<file path="config.mk">
export PLATFORM = sky130hd
export DESIGN_NAME = retire_trace_buffer_flat
export DESIGN_NICKNAME = d
export VERILOG_FILES = /design/src/rtl/retire_trace_pkg.sv /design/src/rtl/retire_trace_buffer_if.sv /design/src/rtl/trace_fifo.sv /design/src/rtl/retire_trace_buffer.sv /design/src/flat_wrapper.sv
export SDC_FILE = /design/constraint.sdc
export NUM_CORES = 1
export LEC_CHECK = 0
export CAP_MARGIN = 0
export CORE_MARGIN = 1.5
export CORE_UTILIZATION = 55
export DETAILED_ROUTE_END_ITERATION = 6
export HOLD_SLACK_MARGIN = 0.12
export PLACE_DENSITY = 0.86
export SYNTH_ARGS = -nofsm -noshare
export SYNTH_HDL_FRONTEND = slang
export SYNTH_SLANG_ARGS = --single-unit
</file>
<file path="constraint.sdc">
create_clock -name clk -period 10.4 [get_ports clk]
set_input_delay 1.56 -clock clk [delete_from_list [all_inputs] [get_ports clk]]
set_output_delay 1.56 -clock clk [all_outputs]
set_load 0.02 [all_outputs]
</file>
<file path="src/rtl/retire_trace_pkg.sv">
// Shared types and defaults for the retirement trace buffer.
// The record layout is fixed here so producer, storage and consumer agree on it.
package retire_trace_pkg;

    localparam int XLEN_DEFAULT  = 32;
    localparam int DEPTH_DEFAULT = 4;

    typedef struct packed {
        logic [63:0]             order;
        logic [XLEN_DEFAULT-1:0] pc_rdata;
        logic [XLEN_DEFAULT-1:0] pc_wdata;
        logic [31:0]             insn;
        logic [4:0]              rd_addr;
        logic [XLEN_DEFAULT-1:0] rd_wdata;
        logic                    drained;
    } trace_rec_t;

    function automatic logic [15:0] sat_inc16(input logic [15:0] v);
        return (v == 16'hFFFF) ? v : v + 16'd1;
    endfunction

endpackage

</file>
<file path="src/rtl/retire_trace_buffer_if.sv">
// Retirement-side and trace-side signals of the trace buffer.
// slave is the buffer's view, master the view of whoever drives retirements and consumes records.
interface retire_trace_buffer_if #(
    parameter int XLEN = retire_trace_pkg::XLEN_DEFAULT
);
    import retire_trace_pkg::*;

    logic             wb_valid_i;
    logic [XLEN-1:0]  wb_pc_i;
    logic [31:0]      wb_insn_i;
    logic             wb_we_i;
    logic [4:0]       wb_dst_i;
    logic [XLEN-1:0]  wb_r_i;
    logic             drain_i;
    logic             trace_valid_o;
    logic             trace_ready_i;
    trace_rec_t       trace_o;
    logic             overflow_o;
    logic [15:0]      drop_cnt_o;

    modport slave (
        input  wb_valid_i, wb_pc_i, wb_insn_i, wb_we_i, wb_dst_i, wb_r_i,
        input  drain_i, trace_ready_i,
        output trace_valid_o, trace_o, overflow_o, drop_cnt_o
    );

    modport master (
        output wb_valid_i, wb_pc_i, wb_insn_i, wb_we_i, wb_dst_i, wb_r_i,
        output drain_i, trace_ready_i,
        input  trace_valid_o, trace_o, overflow_o, drop_cnt_o
    );

endinterface

</file>
<file path="src/rtl/trace_fifo.sv">
// First-word-fall-through FIFO holding trace records.
// A push into a full FIFO is accepted only when a pop happens in the same cycle.
module trace_fifo #(
    parameter int DEPTH = retire_trace_pkg::DEPTH_DEFAULT,
    parameter int WIDTH = 8
) (
    input  logic             clk,
    input  logic             rst,
    input  logic             i_push,
    input  logic [WIDTH-1:0] i_data,
    input  logic             i_pop,
    output logic [WIDTH-1:0] o_data,
    output logic             o_full,
    output logic             o_empty
);

    localparam int AW = $clog2(DEPTH);
    localparam logic [AW:0] FULL_CNT = (AW+1)'(DEPTH);

    logic [WIDTH-1:0] r_mem [DEPTH];
    logic [AW-1:0]    r_wr;
    logic [AW-1:0]    r_rd;
    logic [AW:0]      r_cnt;
    logic             w_push;
    logic             w_pop;

    assign o_empty = (r_cnt == '0);
    assign o_full  = (r_cnt == FULL_CNT);
    assign w_pop   = i_pop & ~o_empty;
    assign w_push  = i_push & (~o_full | w_pop);
    // Empty reads as zero so the head never exposes a stale entry.
    assign o_data  = o_empty ? '0 : r_mem[r_rd];

    always_ff @(posedge clk) begin
        if (rst) begin
            r_wr  <= '0;
            r_rd  <= '0;
            r_cnt <= '0;
        end else begin
            if (w_push) r_wr <= r_wr + 1'b1;
            if (w_pop)  r_rd <= r_rd + 1'b1;
            case ({w_push, w_pop})
                2'b10:   r_cnt <= r_cnt + 1'b1;
                2'b01:   r_cnt <= r_cnt - 1'b1;
                default: r_cnt <= r_cnt;
            endcase
        end
    end

    always_ff @(posedge clk) begin
        if (w_push) r_mem[r_wr] <= i_data;
    end

endmodule

</file>
<file path="src/rtl/retire_trace_buffer.sv">
// Turns the retirement stream into trace records: each record is completed by its successor's PC
// (or by a drain), numbered, and queued; records arriving at a full queue are counted as drops.
module retire_trace_buffer
    import retire_trace_pkg::*;
#(
    parameter int XLEN  = XLEN_DEFAULT,
    parameter int DEPTH = DEPTH_DEFAULT
) (
    input  logic                  clk,
    input  logic                  rst,
    retire_trace_buffer_if.slave  bus
);

    logic             r_pend_vld;
    logic [XLEN-1:0]  r_pend_pc;
    logic [31:0]      r_pend_insn;
    logic [4:0]       r_pend_rd;
    logic [XLEN-1:0]  r_pend_val;
    logic [63:0]      r_order;
    logic             r_overflow;
    logic [15:0]      r_drop_cnt;

    logic             w_keep_rd;
    logic             w_push_succ;
    logic             w_push_drain;
    logic             w_push;
    logic             w_pop;
    logic             w_drop;
    logic             w_full;
    logic             w_empty;
    logic             w_valid;
    trace_rec_t       w_rec;
    trace_rec_t       w_head;

    // x0 writes and non-writing instructions both report rd as 0/0.
    assign w_keep_rd    = bus.wb_we_i & (bus.wb_dst_i != 5'd0);
    assign w_push_succ  = bus.wb_valid_i & r_pend_vld;
    assign w_push_drain = bus.drain_i & ~bus.wb_valid_i & r_pend_vld;
    assign w_push       = w_push_succ | w_push_drain;

    assign w_valid = ~w_empty & ~rst;
    assign w_pop   = w_valid & bus.trace_ready_i;
    assign w_drop  = w_push & w_full & ~w_pop;

    always_comb begin
        w_rec          = '0;
        w_rec.order    = r_order;
        w_rec.pc_rdata = r_pend_pc;
        w_rec.pc_wdata = bus.wb_valid_i ? bus.wb_pc_i : r_pend_pc + XLEN'(4);
        w_rec.insn     = r_pend_insn;
        w_rec.rd_addr  = r_pend_rd;
        w_rec.rd_wdata = r_pend_val;
        w_rec.drained  = ~bus.wb_valid_i;
    end

    trace_fifo #(
        .DEPTH (DEPTH),
        .WIDTH ($bits(trace_rec_t))
    ) u_fifo (
        .clk     (clk),
        .rst     (rst),
        .i_push  (w_push & ~w_drop & ~rst),
        .i_data  (w_rec),
        .i_pop   (w_pop),
        .o_data  (w_head),
        .o_full  (w_full),
        .o_empty (w_empty)
    );

    always_ff @(posedge clk) begin
        if (rst) begin
            r_pend_vld <= 1'b0;
            r_order    <= '0;
            r_overflow <= 1'b0;
            r_drop_cnt <= '0;
        end else begin
            if (bus.wb_valid_i)   r_pend_vld <= 1'b1;
            else if (w_push_drain) r_pend_vld <= 1'b0;
            // Dropped records still consume an order number so gaps are visible downstream.
            if (w_push) r_order <= r_order + 64'd1;
            if (w_drop) begin
                r_overflow <= 1'b1;
                r_drop_cnt <= sat_inc16(r_drop_cnt);
            end
        end
    end

    always_ff @(posedge clk) begin
        if (bus.wb_valid_i) begin
            r_pend_pc   <= bus.wb_pc_i;
            r_pend_insn <= bus.wb_insn_i;
            r_pend_rd   <= w_keep_rd ? bus.wb_dst_i : 5'd0;
            r_pend_val  <= w_keep_rd ? bus.wb_r_i : '0;
        end
    end

    assign bus.trace_valid_o = w_valid;
    assign bus.trace_o       = rst ? '0 : w_head;
    assign bus.overflow_o    = r_overflow & ~rst;
    assign bus.drop_cnt_o    = rst ? 16'd0 : r_drop_cnt;

endmodule

</file>
<file path="src/flat_wrapper.sv">
// flat-port wrapper written by rule: the top's interface ports become plain ports
module retire_trace_buffer_flat import retire_trace_pkg::*;
#(
    parameter int XLEN  = XLEN_DEFAULT,
    parameter int DEPTH = DEPTH_DEFAULT
)
  (clk, rst, bus_wb_valid_i, bus_wb_pc_i, bus_wb_insn_i, bus_wb_we_i, bus_wb_dst_i, bus_wb_r_i, bus_drain_i, bus_trace_ready_i, bus_trace_valid_o, bus_trace_o, bus_overflow_o, bus_drop_cnt_o);
  retire_trace_buffer_if #(.XLEN(XLEN)) bus_i ();
  input  logic clk;
  input  logic rst;
  input wire logic [$bits(bus_i.wb_valid_i)-1:0] bus_wb_valid_i;
  input wire logic [$bits(bus_i.wb_pc_i)-1:0] bus_wb_pc_i;
  input wire logic [$bits(bus_i.wb_insn_i)-1:0] bus_wb_insn_i;
  input wire logic [$bits(bus_i.wb_we_i)-1:0] bus_wb_we_i;
  input wire logic [$bits(bus_i.wb_dst_i)-1:0] bus_wb_dst_i;
  input wire logic [$bits(bus_i.wb_r_i)-1:0] bus_wb_r_i;
  input wire logic [$bits(bus_i.drain_i)-1:0] bus_drain_i;
  input wire logic [$bits(bus_i.trace_ready_i)-1:0] bus_trace_ready_i;
  output wire logic [$bits(bus_i.trace_valid_o)-1:0] bus_trace_valid_o;
  output wire logic [$bits(bus_i.trace_o)-1:0] bus_trace_o;
  output wire logic [$bits(bus_i.overflow_o)-1:0] bus_overflow_o;
  output wire logic [$bits(bus_i.drop_cnt_o)-1:0] bus_drop_cnt_o;
  assign bus_i.wb_valid_i = bus_wb_valid_i;
  assign bus_i.wb_pc_i = bus_wb_pc_i;
  assign bus_i.wb_insn_i = bus_wb_insn_i;
  assign bus_i.wb_we_i = bus_wb_we_i;
  assign bus_i.wb_dst_i = bus_wb_dst_i;
  assign bus_i.wb_r_i = bus_wb_r_i;
  assign bus_i.drain_i = bus_drain_i;
  assign bus_i.trace_ready_i = bus_trace_ready_i;
  assign bus_trace_valid_o = bus_i.trace_valid_o;
  assign bus_trace_o = bus_i.trace_o;
  assign bus_overflow_o = bus_i.overflow_o;
  assign bus_drop_cnt_o = bus_i.drop_cnt_o;
  retire_trace_buffer #(.XLEN(XLEN), .DEPTH(DEPTH)) u_core (.clk(clk), .rst(rst), .bus(bus_i));
endmodule
</file>
==> metrics.yaml <==
outcome: "completed"
path_clk_slew_ps: 60
clock.fmax_ghz: 0.1707
post-place-cells: 3256
core_um2: 68830
layout.nets: 2537
powerDensity_nw_per_um2: 178.3
wl_per_cell_um: 24.06
critPathLaunchType: "input pin"
cpMostUsedCell: "buf_4"
final_cells: 3440
maxCapViolCount: 0
max_stage_delay_ps: 820
dieArea_um2: 71360
synthArstFlopShare_pct: 0
fin_worst_skew_ps: 20.86
hold_buffers: 0
worstSetupPathType: "input pin to primary output"
clock_latency_ps: 640
first_pass_iters: 5
synth_top_area_share_pct: 69.89
cts.sinks: 984
cp-end-kind: "primary output"
initial_core_util_pct: 55.75
period_minus_slack_ps: 5858
synthTopCellsByArea: "edfxtp_1 (70%), mux4_2 (12%), dfxtp_1 (4.7%)"
cts_tree: "built"
final_common_cell: "edfxtp_1"
die_width_um: 267.1
first_global_vias: 20780
overflow: 0
drv_slew: 0
cts_buffer_depth: 3
avgSynthCellArea_um2: 18.46
drcViolationCount: 0
area_delta_synth_final_pct: 18.85
crit_path_top_delay_cell: "buf_4"
io_pins: 323
final_cell_mix: "edfxtp_1 (893), clkdlybuf4s50_1 (320), and2_1 (240)"
place_ws_ps: 4540
port_buffers: 322
synth_cell_types: 46
synth_nets: 2195
required_ps: 8840
antenna_found_initial: 14
cp.arrival_ps: 4300
min_period_over_period_pct: 56.33
yosys_warnings: 0
post-cts-setup-buffers: 0
drive_gt1_share_pct: 15.40
synthCells: 2079
synthesis.area_um2: 38370
cts-root-buf: "clkbuf_16"
ant_nets: 0
hold_viol_final: 0
setup_tns_ps: 0
hold_slack_ps: 469.0
grt_start_max_net_pins: 118
worst_slew_pin_slew_ps: 1147
finalSetupViolCount: 0
worst_slack_ps: 4542
p_leak_nw: 14.77
path_max_fanout: 117
rows: 96
multi_input_area_um2: 9291
gp_congestion: 0.8038
synth_flop_cell: "edfxtp_1"
hold_path_class: "flip-flop to flip-flop"
vdd_ir_drop_max_mv: 0.1044
grt_first_pass_wirelength_um: 125100
htree_levels: 3
drtIter0Drc: 1898
wl_um: 82780
nFillCells: 4296
num_vias: 20370
synth_edf_count: 893
register_area_um2: 28650
chipHeight_um: 267.1
yosys.area.top_type: "edfxtp_1"
post-dp-hpwl_um: 49170
path_cells: "buf_4, nor2_4, buf_4, buf_4, and2_1, clkdlybuf4s50_1"
yosysSeqAreaShare_pct: 74.64
ys_seq_elements: 984
ctsResizeCount: 0
rsz0062_at_grt: "no"
tritoncts.num_buffers: 94
viasPerCell: 5.921
grt_usage_pct: 23.35
slew_headroom_pct: 23.24
==> power breakdown <==
group          internal [W]  switching [W]
logic              0.000166       0.000191
registers           0.00439      0.0000598
clock network       0.00189        0.00143
==> per-stage QoR <==
step | area (µm²) | power [W] | utilization [%]
finish | 45600 | 0.008132 | 66.26
global route | 45600 | 0.008358 | 66.25
CTS | 45580 | 0.008185 | 66.22
detailed placement | 42550 | 0.004890 | 61.83
global placement | 42550 | 0.004870 | 61.83
floorplan | 38370 | 0.004714 | -
==> cell usage after synthesis, types with 2 or more instances <==
cell type	count
edfxtp_1	893
and2_1	244
mux4_2	198
dfxtp_1	91
nor2_1	79
clkbuf_1	68
nand2_1	68
xor2_1	43
nand3_1	42
o21ai_0	42
nand4_1	41
a21oi_1	38
xnor2_1	30
or3_1	21
buf_2	20
inv_1	18
and3_1	17
nor2b_1	16
or4_1	14
o31ai_1	12
buf_1	8
ha_1	8
nor3_1	8
mux2_2	7
o21ai_1	6
and4_1	5
nor4_1	5
a211oi_1	4
mux2_1	4
nor4_2	4
or2_2	4
nor4b_1	3
nand2b_1	2
nor3b_1	2
nor4_4	2
o21a_1	2
==> state kept, by name, indices dropped and copies added, names as in the netlist, named ones only <==
| register | flops |
|---|---|
| u_core.r_pend_insn | 32 |
| u_core.r_pend_rd | 5 |
| u_core.r_pend_val | 32 |
| u_core.u_fifo.r_rd | 2 |
| u_core.r_drop_cnt | 16 |
| u_core.u_fifo.r_cnt | 3 |
| u_core.r_pend_vld | 1 |
| u_core.u_fifo.r_wr | 2 |
| u_core.r_order | 64 |
| u_core.r_overflow | 1 |
| u_core.u_fifo.r_mem | 792 |
| u_core.r_pend_pc | 32 |
==> path summary, 6_finish.rpt <==
kind | from | endpoint | slack [ps] | cells after the start
worst max-delay path | rst | bus_trace_o[196] | 4540 | 6
worst min-delay path | u_core.r_overflow | u_core.r_overflow | 470 | 2
worst max register to register | u_core.r_pend_vld | u_core.u_fifo.r_mem[3][113] | 6540 | 6
worst min register to register | u_core.r_overflow | u_core.r_overflow | 470 | 2
==> worst max-delay path, delay by kind of cell <==
kind	cells	cell delay, ps
buffers and inverters	4	2230
and+or+nand+nor	2	380
==> cell families (layout without fill, tap and decap cells) <==
| kind of cell | Yosys count | in the layout | share of synthesized area [%] |
|---|---|---|---|
| flip-flops | 984 | 984 | 74.64 |
| multiplexers | 210 | 210 | 11.97 |
| adder cells (fa/ha/maj) | 9 | 9 | 0.3131 |
| XOR/XNOR | 73 | 73 | 1.666 |
| other | 0 | 9 | 0 |
| AO/OA/AOI/OAI | 108 | 108 | 1.572 |
| buffers and inverters | 115 | 536 | 1.210 |
| AND/OR/NAND/NOR | 580 | 580 | 8.632 |
==> layout make-up <==
type	count	share of cell area (%)
clock buffer	129	5.696
timing repair buffer	343	7.438
clock inverter	46	0.9274
multi-input combinational	980	20.37
sequential	984	62.81
antenna	9	0.04939
inverter	18	0.1482
tap	931	2.554
==> per-layer routing <==
layer | GRT usage, % | wire [µm] | up-vias
met3 | 3.512 | 5143 | 177
li1 | - | - | 8854
met5 | 0 | 30 | -
met4 | 9.337 | 2772 | 6
met2 | 39.71 | 43010 | 896
met1 | 30.45 | 31820 | 10430
Power figures use the tool's default switching activity.
